==> src/rtl/data_store_buffer_pkg.sv <==
// Shared constants for the posted-write data store buffer.
package data_store_buffer_pkg;
    localparam int SB_DEPTH    = 4;
    localparam int SB_WORD_OFF = 2;
    localparam int SB_PTR_W    = $clog2(SB_DEPTH);
endpackage

==> src/rtl/sb_forward_match.sv <==
// Combinational store-to-load forwarding search over the buffered stores,
// youngest entry (relative to the write pointer) wins.
module sb_forward_match
    import data_store_buffer_pkg::*;
#(
    parameter int DEPTH  = SB_DEPTH,
    parameter int WORD_W = 30,
    parameter int DATA_W = 32,
    parameter int PTR_W  = $clog2(DEPTH)
) (
    input  logic [WORD_W-1:0] ent_word_i [DEPTH],
    input  logic [DATA_W-1:0] ent_data_i [DEPTH],
    input  logic [DEPTH-1:0]  valid_i,
    input  logic [PTR_W-1:0]  wr_ptr_i,
    input  logic [WORD_W-1:0] ld_word_i,
    output logic              hit_o,
    output logic [DATA_W-1:0] hit_data_o
);

    // Walk oldest-to-youngest so a later (younger) match overrides an earlier one.
    always_comb begin
        logic [PTR_W-1:0] idx;
        hit_o      = 1'b0;
        hit_data_o = '0;
        idx        = '0;
        for (int k = DEPTH; k >= 1; k--) begin
            idx = wr_ptr_i - PTR_W'(k);
            if (valid_i[idx] && (ent_word_i[idx] == ld_word_i)) begin
                hit_o      = 1'b1;
                hit_data_o = ent_data_i[idx];
            end
        end
    end

endmodule

==> src/rtl/data_store_buffer.sv <==
// Posted-write FIFO between the MEM stage and the data SRAM, with same-cycle
// load forwarding from the youngest matching buffered store.
module data_store_buffer
    import data_store_buffer_pkg::*;
#(
    parameter int DEPTH  = SB_DEPTH,
    parameter int ADDR_W = 32,
    parameter int DATA_W = 32
) (
    input  logic                   clk,
    input  logic                   rst,
    input  logic [ADDR_W-1:0]      mem_addr_in,
    input  logic [DATA_W-1:0]      mem_write_data_in,
    input  logic                   MemWrite_in,
    input  logic                   MemRead_in,
    input  logic                   sync_in,
    output logic [DATA_W-1:0]      mem_read_data_out,
    output logic                   stall_out,
    output logic                   bk_wr_valid,
    output logic [ADDR_W-1:0]      bk_wr_addr,
    output logic [DATA_W-1:0]      bk_wr_data,
    input  logic                   bk_wr_ready,
    output logic [ADDR_W-1:0]      bk_rd_addr,
    input  logic [DATA_W-1:0]      bk_rd_data,
    output logic [$clog2(DEPTH):0] buf_count,
    output logic                   buf_empty
);

    localparam int PTR_W  = $clog2(DEPTH);
    localparam int CNT_W  = PTR_W + 1;
    localparam int WORD_W = ADDR_W - SB_WORD_OFF;
    localparam logic [CNT_W-1:0] FULL_CNT = CNT_W'(DEPTH);

    logic [ADDR_W-1:0] ent_addr_q [DEPTH];
    logic [DATA_W-1:0] ent_data_q [DEPTH];
    logic [WORD_W-1:0] ent_word   [DEPTH];
    logic [DEPTH-1:0]  ent_valid;
    logic [PTR_W-1:0]  wr_ptr_q, wr_ptr_d;
    logic [PTR_W-1:0]  rd_ptr_q, rd_ptr_d;
    logic [CNT_W-1:0]  count_q, count_d;
    logic              full, empty, enq, deq;
    logic              hit;
    logic [DATA_W-1:0] hit_data;

    assign full  = (count_q == FULL_CNT);
    assign empty = (count_q == '0);
    assign enq   = MemWrite_in && !full;
    assign deq   = bk_wr_valid && bk_wr_ready;

    always_comb begin
        wr_ptr_d = enq ? wr_ptr_q + 1'b1 : wr_ptr_q;
        rd_ptr_d = deq ? rd_ptr_q + 1'b1 : rd_ptr_q;
        count_d  = count_q;
        if (enq && !deq) begin
            count_d = count_q + 1'b1;
        end else if (!enq && deq) begin
            count_d = count_q - 1'b1;
        end
    end

    // Reset drops queued stores outright; nothing drains.
    always_ff @(posedge clk) begin
        if (!rst) begin
            wr_ptr_q <= '0;
            rd_ptr_q <= '0;
            count_q  <= '0;
        end else begin
            wr_ptr_q <= wr_ptr_d;
            rd_ptr_q <= rd_ptr_d;
            count_q  <= count_d;
        end
    end

    always_ff @(posedge clk) begin
        if (enq) begin
            ent_addr_q[wr_ptr_q] <= mem_addr_in;
            ent_data_q[wr_ptr_q] <= mem_write_data_in;
        end
    end

    // An entry is live when its distance from the head is below the occupancy.
    for (genvar gi = 0; gi < DEPTH; gi++) begin : g_ent
        logic [PTR_W-1:0] age;
        assign age           = PTR_W'(gi) - rd_ptr_q;
        assign ent_valid[gi] = ({1'b0, age} < count_q);
        assign ent_word[gi]  = ent_addr_q[gi][ADDR_W-1:SB_WORD_OFF];
    end

    sb_forward_match #(
        .DEPTH  (DEPTH),
        .WORD_W (WORD_W),
        .DATA_W (DATA_W),
        .PTR_W  (PTR_W)
    ) u_match (
        .ent_word_i (ent_word),
        .ent_data_i (ent_data_q),
        .valid_i    (ent_valid),
        .wr_ptr_i   (wr_ptr_q),
        .ld_word_i  (mem_addr_in[ADDR_W-1:SB_WORD_OFF]),
        .hit_o      (hit),
        .hit_data_o (hit_data)
    );

    always_comb begin
        mem_read_data_out = '0;
        if (MemRead_in && !MemWrite_in) begin
            mem_read_data_out = hit ? hit_data : bk_rd_data;
        end
    end

    assign stall_out   = rst && ((MemWrite_in && full) || (sync_in && !empty));
    assign bk_wr_valid = rst && !empty;
    assign bk_wr_addr  = ent_addr_q[rd_ptr_q];
    assign bk_wr_data  = ent_data_q[rd_ptr_q];
    assign bk_rd_addr  = mem_addr_in;
    assign buf_count   = count_q;
    assign buf_empty   = empty;

endmodule

==> config.mk <==
export PLATFORM = sky130hd
export DESIGN_NAME = data_store_buffer
export DESIGN_NICKNAME = d
export VERILOG_FILES = /design/src/rtl/data_store_buffer_pkg.sv /design/src/rtl/sb_forward_match.sv /design/src/rtl/data_store_buffer.sv
export SDC_FILE = /design/constraint.sdc
export NUM_CORES = 1
export LEC_CHECK = 0
export CAP_MARGIN = 5
export CORE_ASPECT_RATIO = 0.9
export CORE_UTILIZATION = 45
export CTS_CLUSTER_DIAMETER = 40
export CTS_CLUSTER_SIZE = 14
export DETAILED_ROUTE_END_ITERATION = 10
export GPL_TIMING_DRIVEN = 1
export PLACE_DENSITY_LB_ADDON = 0.1
export SYNTH_ARGS = -nofsm -noshare
export SYNTH_HDL_FRONTEND = slang
export SYNTH_SLANG_ARGS = --single-unit
==> constraint.sdc <==
create_clock -name clk -period 11.6 [get_ports clk]
set_input_delay 1.16 -clock clk [delete_from_list [all_inputs] [get_ports clk]]
set_output_delay 1.16 -clock clk [all_outputs]
set_load 0.01 [all_outputs]
# Word-level counts from Yosys, hierarchy flattened

Memory sizes are Yosys's and may differ from the RTL's. A register that Yosys moved wholly into a read port is not among the register bits.
Cells that the tools add are included.

Bits in registers: 135
Bits in writable memories: 128
Bits of input ports: 102
Output and inout port bits: 134
Word-level logic and storage cells: 119
Memories: 1

Add/sub/neg operators: 11
$lt $le $gt $ge: 14
Equality and inequality tests: 5
Multiplexer cells: 54
Bitwise gates (word level): 5
Reduce and logical (&&, ||, !) cells: 22

Memories:

| name       | words | width | read ports | clocked after Yosys merged registers in | wr ports | RTL line                | RTL |
|---|---|---|---|---|---|---|---|
| ent_addr_q | 4     | 32    | 5          | 1                                       | 1        | data_store_buffer.sv:34 | `logic [ADDR_W-1:0] ent_addr_q [DEPTH];` |

Operators by type and width:

| kind                                                                         | count |
|---|---|
| 32-bit two-way mux                                                           | 17 |
| 32-bit binary-select mux with 2-bit select                                   | 5 |
| 30-bit binary-select mux with 2-bit select                                   | 4 |
| 30-bit two-way mux                                                           | 8 |
| 128-bit bitwise mux                                                          | 1 |
| 30-bit equality test                                                         | 4 |
| 32-bit demux with 2-bit select                                               | 1 |
| 3-bit greater-or-equal comparator, second input constant                     | 5 |
| 2-bit inverter with 3-bit output                                             | 5 |
| 1-bit logical AND                                                            | 14 |
| 2-bit by 3-bit less-than comparator with 1-bit output                        | 4 |
| 2-bit by 3-bit less-than comparator with 1-bit output, second input constant | 4 |
| 1-bit two-way mux                                                            | 10 |
| 1-bit binary-select mux with 2-bit select                                    | 4 |
| 3-bit two-way mux                                                            | 2 |
| 1-bit zero test                                                              | 5 |
| 2-bit by 1-bit adder with 2-bit output, second input constant                | 2 |
| 2-bit two-way mux                                                            | 2 |
| 1-bit by 2-bit subtractor with 2-bit output, first input constant            | 2 |
| 2-bit subtractor, first input constant                                       | 2 |
| 2-bit subtractor, second input constant                                      | 2 |
| 3-bit by 1-bit adder with 3-bit output, second input constant                | 1 |
| 3-bit equality test, second input constant                                   | 1 |
| 3-bit zero test                                                              | 1 |
| other kinds (5)                                                              | 5 |

# Logic depth before layout (Yosys ltp)

Gate-level depths: netlist (run 1).

Word-level depth: 12
Depth in mapped cells: 21

# Cells and area by module

A second synthesis (run 1) with hierarchy kept.

Cell total of the unflattened synthesis: 1530
Area, all modules: 18462.7 sq um

By module, submodules not included:

| module            | instances | cells each | area each (sq um) | seq. area each (sq um) |
|---|---|---|---|---|
| data_store_buffer | 1         | 510        | 10595.2           | 7867.5 |
| sb_forward_match  | 1         | 1020       | 7867.5            | 0.0 |

# Least setup slack after synthesis (run 1)

Ideal clock, no wire load.

Kind: reg-to-output
Start point: register wr_ptr_q[0]
End point: output port mem_read_data_out[10]
Arrival: 4.059 ns
Setup slack: 6.381 ns
Cell stages (with the launch flop): 18
Cell sequence: dfxtp_1 -> buf_6 -> buf_12 -> buf_4 -> inv_1 -> buf_2 -> ha_1 -> buf_4 -> buf_2 -> mux4_2 -> xor2_1 -> nor4_1 -> o2111ai_1 -> nor4b_4 -> nand2_1 -> buf_2 -> mux2_1 -> a32o_1

Word-level cells in the longest chain between the ends: 12
Elaborated cells on any way between the ends: 57
Classes of those cells: add/sub (3); eq/ne (4); mux (42); bitwise (4); reduce/logical (4)

Ends and longest elaborated chain:

| item                                                                                                                        | RTL line                                                               | RTL |
|---|---|---|
| from (decl)                                                                                                                 | data_store_buffer.sv:38                                                | `logic [PTR_W-1:0] wr_ptr_q, wr_ptr_d;` |
| from (signal assigned)                                                                                                      | data_store_buffer.sv:68                                                | `wr_ptr_q <= wr_ptr_d;` |
| 2-bit subtractor / 2-bit inverter with 3-bit output (equally long branches)                                                 | sb_forward_match.sv:27, sb_forward_match.sv:28, sb_forward_match.sv:30 |  |
| 2-bit inverter with 3-bit output (not written as such) / 30-bit binary-select mux with 2-bit select (equally long branches) | sb_forward_match.sv:28, sb_forward_match.sv:30                         |  |
| 30-bit binary-select mux with 2-bit select / 30-bit two-way mux (equally long branches)                                     | sb_forward_match.sv:28                                                 | `if (valid_i[idx] && (ent_word_i[idx] == ld_word_i)) begin` |
| 30-bit two-way mux (not written as such)                                                                                    | sb_forward_match.sv:28                                                 |  |
| 30-bit two-way mux (not written as such) / 30-bit equality test (equally long branches)                                     | sb_forward_match.sv:28                                                 |  |
| 30-bit equality test / 1-bit logical AND (equally long branches)                                                            | sb_forward_match.sv:28                                                 |  |
| 1-bit logical AND (tied with other cells)                                                                                   | sb_forward_match.sv:28                                                 |  |
| 32-bit two-way mux / 1-bit two-way mux (equally long branches) (3 in a row)                                                 | sb_forward_match.sv:28                                                 |  |
| 32-bit two-way mux *                                                                                                        | data_store_buffer.sv:107                                               | `mem_read_data_out = hit ? hit_data : bk_rd_data;` |
| 32-bit two-way mux *                                                                                                        | data_store_buffer.sv:106                                               | `if (MemRead_in && !MemWrite_in) begin` |
| to (decl)                                                                                                                   | data_store_buffer.sv:17                                                | `output logic [DATA_W-1:0] mem_read_data_out,` |

Every way passes the cells marked *; elsewhere a longest branch is shown, timed or not. The select of a mux whose other input is x is not followed.

# Worst setup path after layout (run 1)

Start point: register wr_ptr_q[1]
End point: output port mem_read_data_out[26]

The elaborated chain is that of the path after synthesis.

==> results.md, run 1 <==
* Reg2Reg Depth at 4
* Slew headroom at 0.261
* Leading post-synthesis cells by cell area: edfxtp_1 39%, mux4_2 33%, xnor2_1 3.9%, mux2i_1 2.9%, xor2_1 2.7%
* Hold Fails Final Rpt at 0
* Yosys cell types at 63
* Async set-reset flop share out of synthesis at 0
* Period minus WS final at 8130 ps
* Mean Syn Cell Area at 15.1 um^2
* Synth Warn # at 0
* Number of global-route vias before repair at 12900
* Final setup viols at 0
* Maximum clock frequency at 123 MHz
* Worst EP arrival at 6970 ps
* Total negative slack at 0 ps
* Die Span Y at 199 um
* FF-to-FF Start: wr_ptr_q[0]
* First-pass GRT wire length at about 83000 um
* Area Growth Syn to Fin at 20.0%
* Slew @ Worst Pin at 1110 ps
* Multi-input logic area at ~0.011 mm^2
* Placement Setup Slack at 4050 ps
* Via count at approximately 13000
* Critical path capture point type: primary output
* Seq/Total Area, Yosys at 0.404
* Worst endpoint required time at 10440 ps
* Max clock buf depth at 3
* Clock latency on the worst-skew pair at 540 ps
* Final Max Tran Viols at 0
* Final wirelength at 54500 um
* Initial antenna violation count at 3
* Number of max-cap violations at 0
* Drt pass-1 iters at 5
* Global-route usage over all layers at 0.249
* Power Dens Cells at 198 mW/mm^2
* WL/cell at ~27 um
* Final worst setup slack at 3470 ps
* Area share of the largest cell type after synthesis at 0.394
* # DRC at 0
* DP Wirelength at 34900 um
* Post-CTS Setup Repair Bufs at 0
* Starting Density at 0.461
* Vias/cell at 6.46
* Post-synth EDFFs at 256
* Core area at 0.0423 mm^2
* CP endpoint: mem_read_data_out[26]
* Nets at 1560
* Post-synthesis sequential element count at 265
* Final period util at 0.701
* Layout cells sized above 1 at 0.273
* Die W at around 220 um
* FP Rows at ~70
* Syn Inst Count at 1294
* Static Leak at between 7 and 8 nW
* Reg-to-reg endpoint: ent_data_q[4]
* Worst Path Max Fanout at 54
* Grt total ovfl at 0
* Crit Path Class: reg2out
* CTS buffer count at 44
* Die area at approximately 0.044 mm^2
* Root buffer cell: clkbuf_16
* CTS tree: built
* CP Launch Type: flop
* Reg2reg setup slack at 8450 ps
* RSZ-0062 raised after global routing: no
* Largest net degree at the start of global routing at 139
* H-tree depth at 2
* Io pins at 236
* VDD IR-drop max at around 0.14 mV
* Worst-path clk slew at 50 ps
* HP Class: reg2reg
* Fill count at 3430
* DRT iter0 DRCs at 1109
* Final setup skew at 15.0 ps
* CTS Hold Bufs at 0
* Cell taking the most area after synthesis: edfxtp_1
* Final Core Density at 0.553
* Number of port buffers at 235
* Hold Worst Slack at around 660 ps
* Status: completed
* Clock sinks at 265
* Crit path launch: wr_ptr_q[1]
* GP Congestion at 0.834
* Total Power at 4.64 mW
* Antenna viol nets, final at 0
* Storage cell area at 0.00788 mm^2
* Main synth FF type: edfxtp_1
* CTS resizes at 0
* Mapped Nets at 1406
* Cell Area, Synth at 0.0195 mm^2
-- flip-flops by register name, indices dropped and copies added, names as in the netlist, named ones only --
signal and cells:
ent_addr_q 128, ent_data_q 128, buf_count 3, rd_ptr_q 2
wr_ptr_q 2
-- per-stage QoR --
stage          cell area [um^2]  instances
2_1_floorplan             19500       1294
3_3_place_gp              22000       1949
3_5_place_dp              22000       1949
4_1_cts                   23400       2028
5_1_grt                   23400       2029
6_report                  23400       2029
-- worst max-delay path, stage by stage, from the launching register on --
cell	delay, ps
dfxtp_4	720
inv_1	290
ha_4	910
buf_4	510
mux4_2	560
xor2_1	160
nor4_1	440
o2111ai_1	300
a211oi_4	300
buf_4	450
or2_1	410
buf_4	370
o211ai_1	160
a32o_1	270
clkdlybuf4s50_1	470
-- worst min-delay path by stage --
stage	start	end	slack, ps	depth (start not counted)
floorplan	buf_count[1]	buf_count[1]	610	2
global placement	buf_count[1]	buf_count[1]	660	2
detailed placement	buf_count[1]	buf_count[1]	640	2
CTS	buf_count[1]	buf_count[1]	660	2
global route	buf_count[1]	buf_count[1]	700	2
finish	buf_count[1]	buf_count[1]	660	2
-- layout by cell type (no fill, tap or decap), drive strengths merged, types with 3 or more instances in the layout --
cell type        n
xnor2           86
ha               9
nor2b           10
xor2            61
bufinv           4
dfxtp            9
mux2            32
or3              3
o21ai            9
o2111ai          6
a2111oi          4
clkinvlp         5
inv             52
edfxtp         256
a32o            29
a31oi            5
o211ai          30
nand2           70
mux4           284
nand2b           3
nor3             9
clkdlybuf4s50  235
clkbuf          51
buf             24
nand3            6
mux2i           57
clkinv          11
nor4            13
a21oi            8
a22oi            4
nor2            39
o32ai            3
nand4           12
and2            12
-- synth_stat cells (12+ instances only) --
| library cell | number |
|---|---|
| nand4_1 | 12 |
| xor2_1 | 61 |
| buf_1 | 26 |
| xnor2_1 | 86 |
| nor4_1 | 12 |
| a32o_1 | 29 |
| and2_1 | 12 |
| clkbuf_1 | 38 |
| buf_4 | 46 |
| mux2_1 | 25 |
| mux2i_1 | 57 |
| edfxtp_1 | 256 |
| o211ai_1 | 30 |
| buf_2 | 34 |
| mux4_2 | 284 |
| nor2_1 | 39 |
| nand2_1 | 70 |
| inv_1 | 44 |
-- layout make-up --
class | instances | area share
flip-flops and latches | 265 | 0.337
clock buffers | 51 | 0.0491
clock inverters | 28 | 0.0124
repair buffers | 259 | 0.109
diodes | 1 | 0.000107
well taps | 547 | 0.0293
multi-input cells | 834 | 0.456
inverters | 44 | 0.00706
-- logic make-up after synthesis --
logic type               synth area share
multiplexers                        0.376
XOR/XNOR                           0.0661
AND/OR/NAND/NOR                    0.0463
buffers and inverters              0.0519
flip-flops                          0.404
adder cells (fa/ha/maj)           0.00680
AO/OA/AOI/OAI                      0.0493
-- power breakdown --
part | total [mW] | switching, mW | internal (mW) | leakage (nW)
Clock | 1.28 | 0.474 | 0.805 | 0.689
Combinational | 2.03 | 0.942 | 1.09 | 4.03
Sequential | 1.33 | 0.140 | 1.19 | 2.42
Total | 4.64 | 1.56 | 3.08 | 7.14
-- layer usage --
metal,part of all wire,global-route usage,vias up,wire [um]
li1,-,-,5618,-
met1,0.44,0.364,6825,23800
met2,0.46,0.374,572,25000
met3,0.080,0.0526,96,4380
met4,0.024,0.0751,2,1320
met5,0.00022,0,-,12
(Power assumes the default switching activity.)
==> run 2: changes to the inputs <==
==> constraint.sdc (replaced) <==
create_clock -name clk -period 7 [get_ports clk]
set_input_delay 0.7 -clock clk [delete_from_list [all_inputs] [get_ports clk]]
set_output_delay 0.7 -clock clk [all_outputs]
set_load 0.01 [all_outputs]
==> results.md, run 2 (synthesis results as in run 1) <==
* # DRC at 0 (unchanged)
* Worst EP arrival at 5860 ps (-1110 ps)
* Grt total ovfl at 0 (unchanged)
* Post-CTS Setup Repair Bufs at 0 (unchanged)
* Max clock buf depth at 3 (unchanged)
* Hold Path Cell Cnt at 2 (unchanged)
* Via count at 13100 (+0.13%)
* CTS buffer count at 44 (unchanged)
* Critical path capture point type: primary output
* Internal Pwr Total at 5.05 mW (+64%)
* Final worst setup slack at 444 ps (-3030 ps)
* Commonest non-fill, non-tap cell in the layout: mux4_2
* CTS tree: built
* Status: completed
* Sequential share of power at 0.285 (-0.002)
* Clock sinks at 265 (unchanged)
* Commonest cells after routing, fill and taps aside: 284 x mux4_2, 256 x edfxtp_1, 235 x clkdlybuf4s50_1
* Slew headroom at 0.274 (+0.0136)
* Worst endpoint required time at 6300 ps (-4140 ps)
* FP Rows at 71 (unchanged)
* Io pins at 236 (unchanged)
* CP most frequent cell: buf_4
* H-tree depth at 2 (unchanged)
* Global-route usage over all layers at 0.249 (about the same)
* Hold Worst Slack at 685 ps (+25.5 ps)
* Root buffer cell: clkbuf_16
* Total negative slack at 0 ps (unchanged)
* CTS resizes at 0 (unchanged)
* Reg2Reg Depth at 4 (unchanged)
* Layout cells sized above 1 at 0.281 (+0.00842)
* Number of global-route vias before repair at 13000 (+0.47%)
* Slew @ Worst Pin at 1090 ps (-20.5 ps)
* VDD IR-drop max at 0.222 mV (+62%)
* Final wirelength at 54300 um (-0.40%)
* Die W at 221 um (unchanged)
* Largest net degree at the start of global routing at 147 (+5.8%)
* Worst path slowest cell: ha_4
* Final setup skew at 12.6 ps (-2.39 ps)
* Drt pass-1 iters at 6 (+1)
* Number of port buffers at 235 (unchanged)
* WL/cell at 26.6 um (-0.84%)
* Antenna viol nets, final at 0 (unchanged)
* Power Dens Cells at 327 mW/mm^2 (+65%)
* Maximum clock frequency at 153 MHz
* Crit Path Class: reg2out
* Crit path cell chain: inv_1 -> buf_4 -> ha_4 -> buf_12 -> mux4_2 -> xor2_1 -> nor4_1 -> o2111ai_1 -> a211oi_4 -> buf_4 -> nand2b_1 -> nor4_4 -> buf_4 -> a32o_1 -> clkdlybuf4s50_1
* CP Launch Type: flop
* HP Class: reg2reg
* Static Leak at 7.21 nW (+1.1%)
* Critical path buffers and inverters at 6 (+1)
* First-pass GRT wire length at 82400 um (-0.13%)
* Vias/cell at 6.44 (-0.31%)
* Multi-input logic area at 0.0107 mm^2 (unchanged)
* DRT iter0 DRCs at 1324 (+19%)
* Die Span Y at 199 um (unchanged)
* Final period util at 0.937
* Reg2reg setup slack at 3800 ps (-4650 ps)
* WHS Endpoint: buf_count[1]
* Combinational share of power at 0.446 (+0.009)
* Switching power at 2.62 mW (+69%)
* Reg-to-reg endpoint: ent_data_q[118]
* Clock latency on the worst-skew pair at 560 ps (+20 ps)
* Die area at 0.0442 mm^2 (unchanged)
* Initial antenna violation count at 1 (-2)
* Hold path start: buf_count[1]
* Final setup viols at 0 (unchanged)
* Period minus WS final at 6560 ps
* RSZ-0062 raised after global routing: no
* Worst-path clk slew at 60 ps (about the same)
* Final Max Tran Viols at 0 (unchanged)
* Worst Path Max Fanout at 29 (-46%)
* DP Wirelength at 35200 um (+0.87%)
* Clock share of power at 0.269 (-0.007)
* Core area at 0.0423 mm^2 (unchanged)
* Fill count at 3417 (-0.38%)
* CTS Hold Bufs at 0 (unchanged)
* Number of max-cap violations at 0 (unchanged)
* CP top delay family: buffers and inverters
* Starting Density at 0.461 (unchanged)
* Area Growth Syn to Fin at 20.5%
* Hold Fails Final Rpt at 0 (unchanged)
* Placement Setup Slack at 905 ps (-3140 ps)
* Nets at 1570 (+0.64%)
* FF-to-FF Start: buf_count[0]
* Switching portion of total power at 0.342 (+0.00652)
* Storage cell area at 0.00788 mm^2 (unchanged)
* Total Power at 7.67 mW (+65%)
* GP Congestion at 0.867 (+3.9%)
* Critical Path Max Stage Delay at 580 ps (-330 ps)
run 2: changes by cell type in the layout (fill, tap and decap cells not counted), sizes merged:
cell	change
buf	+10
inv	+4
clkinv	+4
clkinvlp	-3
bufinv	-3
clkbuf	-3
run 2: area by class of cell:
type,instances,share of cell area
Tap cell,547,0.0291
Clock buffer,48,0.0484
Clock inverter,30,0.0118
Antenna cell,1,0.000107
Inverter,44,0.00703
Sequential cell,265,0.335
Timing Repair Buffer,269,0.114
Multi-Input combinational cell,834,0.454
run 2: how the worst max path moves through the flow:
stage	start	endpoint	cells past startpoint
after floorplan	wr_ptr_q[0]	mem_read_data_out[10]	17
final	wr_ptr_q[0]	mem_read_data_out[15]	15
after global routing	wr_ptr_q[0]	mem_read_data_out[15]	15
after detailed placement	wr_ptr_q[0]	mem_read_data_out[15]	15
after CTS	wr_ptr_q[0]	mem_read_data_out[15]	15
after global placement	wr_ptr_q[0]	mem_read_data_out[15]	15
run 2: power by group through the flow:
stage | Clock, mW | Combinational (mW) | Sequential [mW]
after detailed placement | 0 | 3.43 | 2.21
final | 2.06 | 3.42 | 2.19
after floorplan | 0 | 2.53 | 2.13
after CTS | 2.10 | 3.46 | 2.18
after global routing | 2.16 | 3.67 | 2.22
after global placement | 0 | 3.44 | 2.20
run 2: metal layers:
metal,track usage,routed length (um),up-vias
met5,0,0,-
met4,0.0764,1220,0
met3,0.0491,4440,75
met2,0.371,24500,614
met1,0.369,24200,6804
li1,-,-,5637
run 2: per-stage QoR:
step / instances / cell area, um^2 / utilization
6_report: 2038 / 23500 / 0.556
5_1_grt: 2038 / 23500 / 0.556
4_1_cts: 2037 / 23500 / 0.556
3_5_place_dp: 1959 / 22100 / 0.522
3_3_place_gp: 1959 / 22100 / 0.522
2_1_floorplan: 1294 / 19500 / -
run 2: worst register-to-register path: stages, from the launching register on:
cell and delay (ps):
dfxtp_1 600, nor2_1 110, a21boi_1 750, and2_4 620, buf_4 700
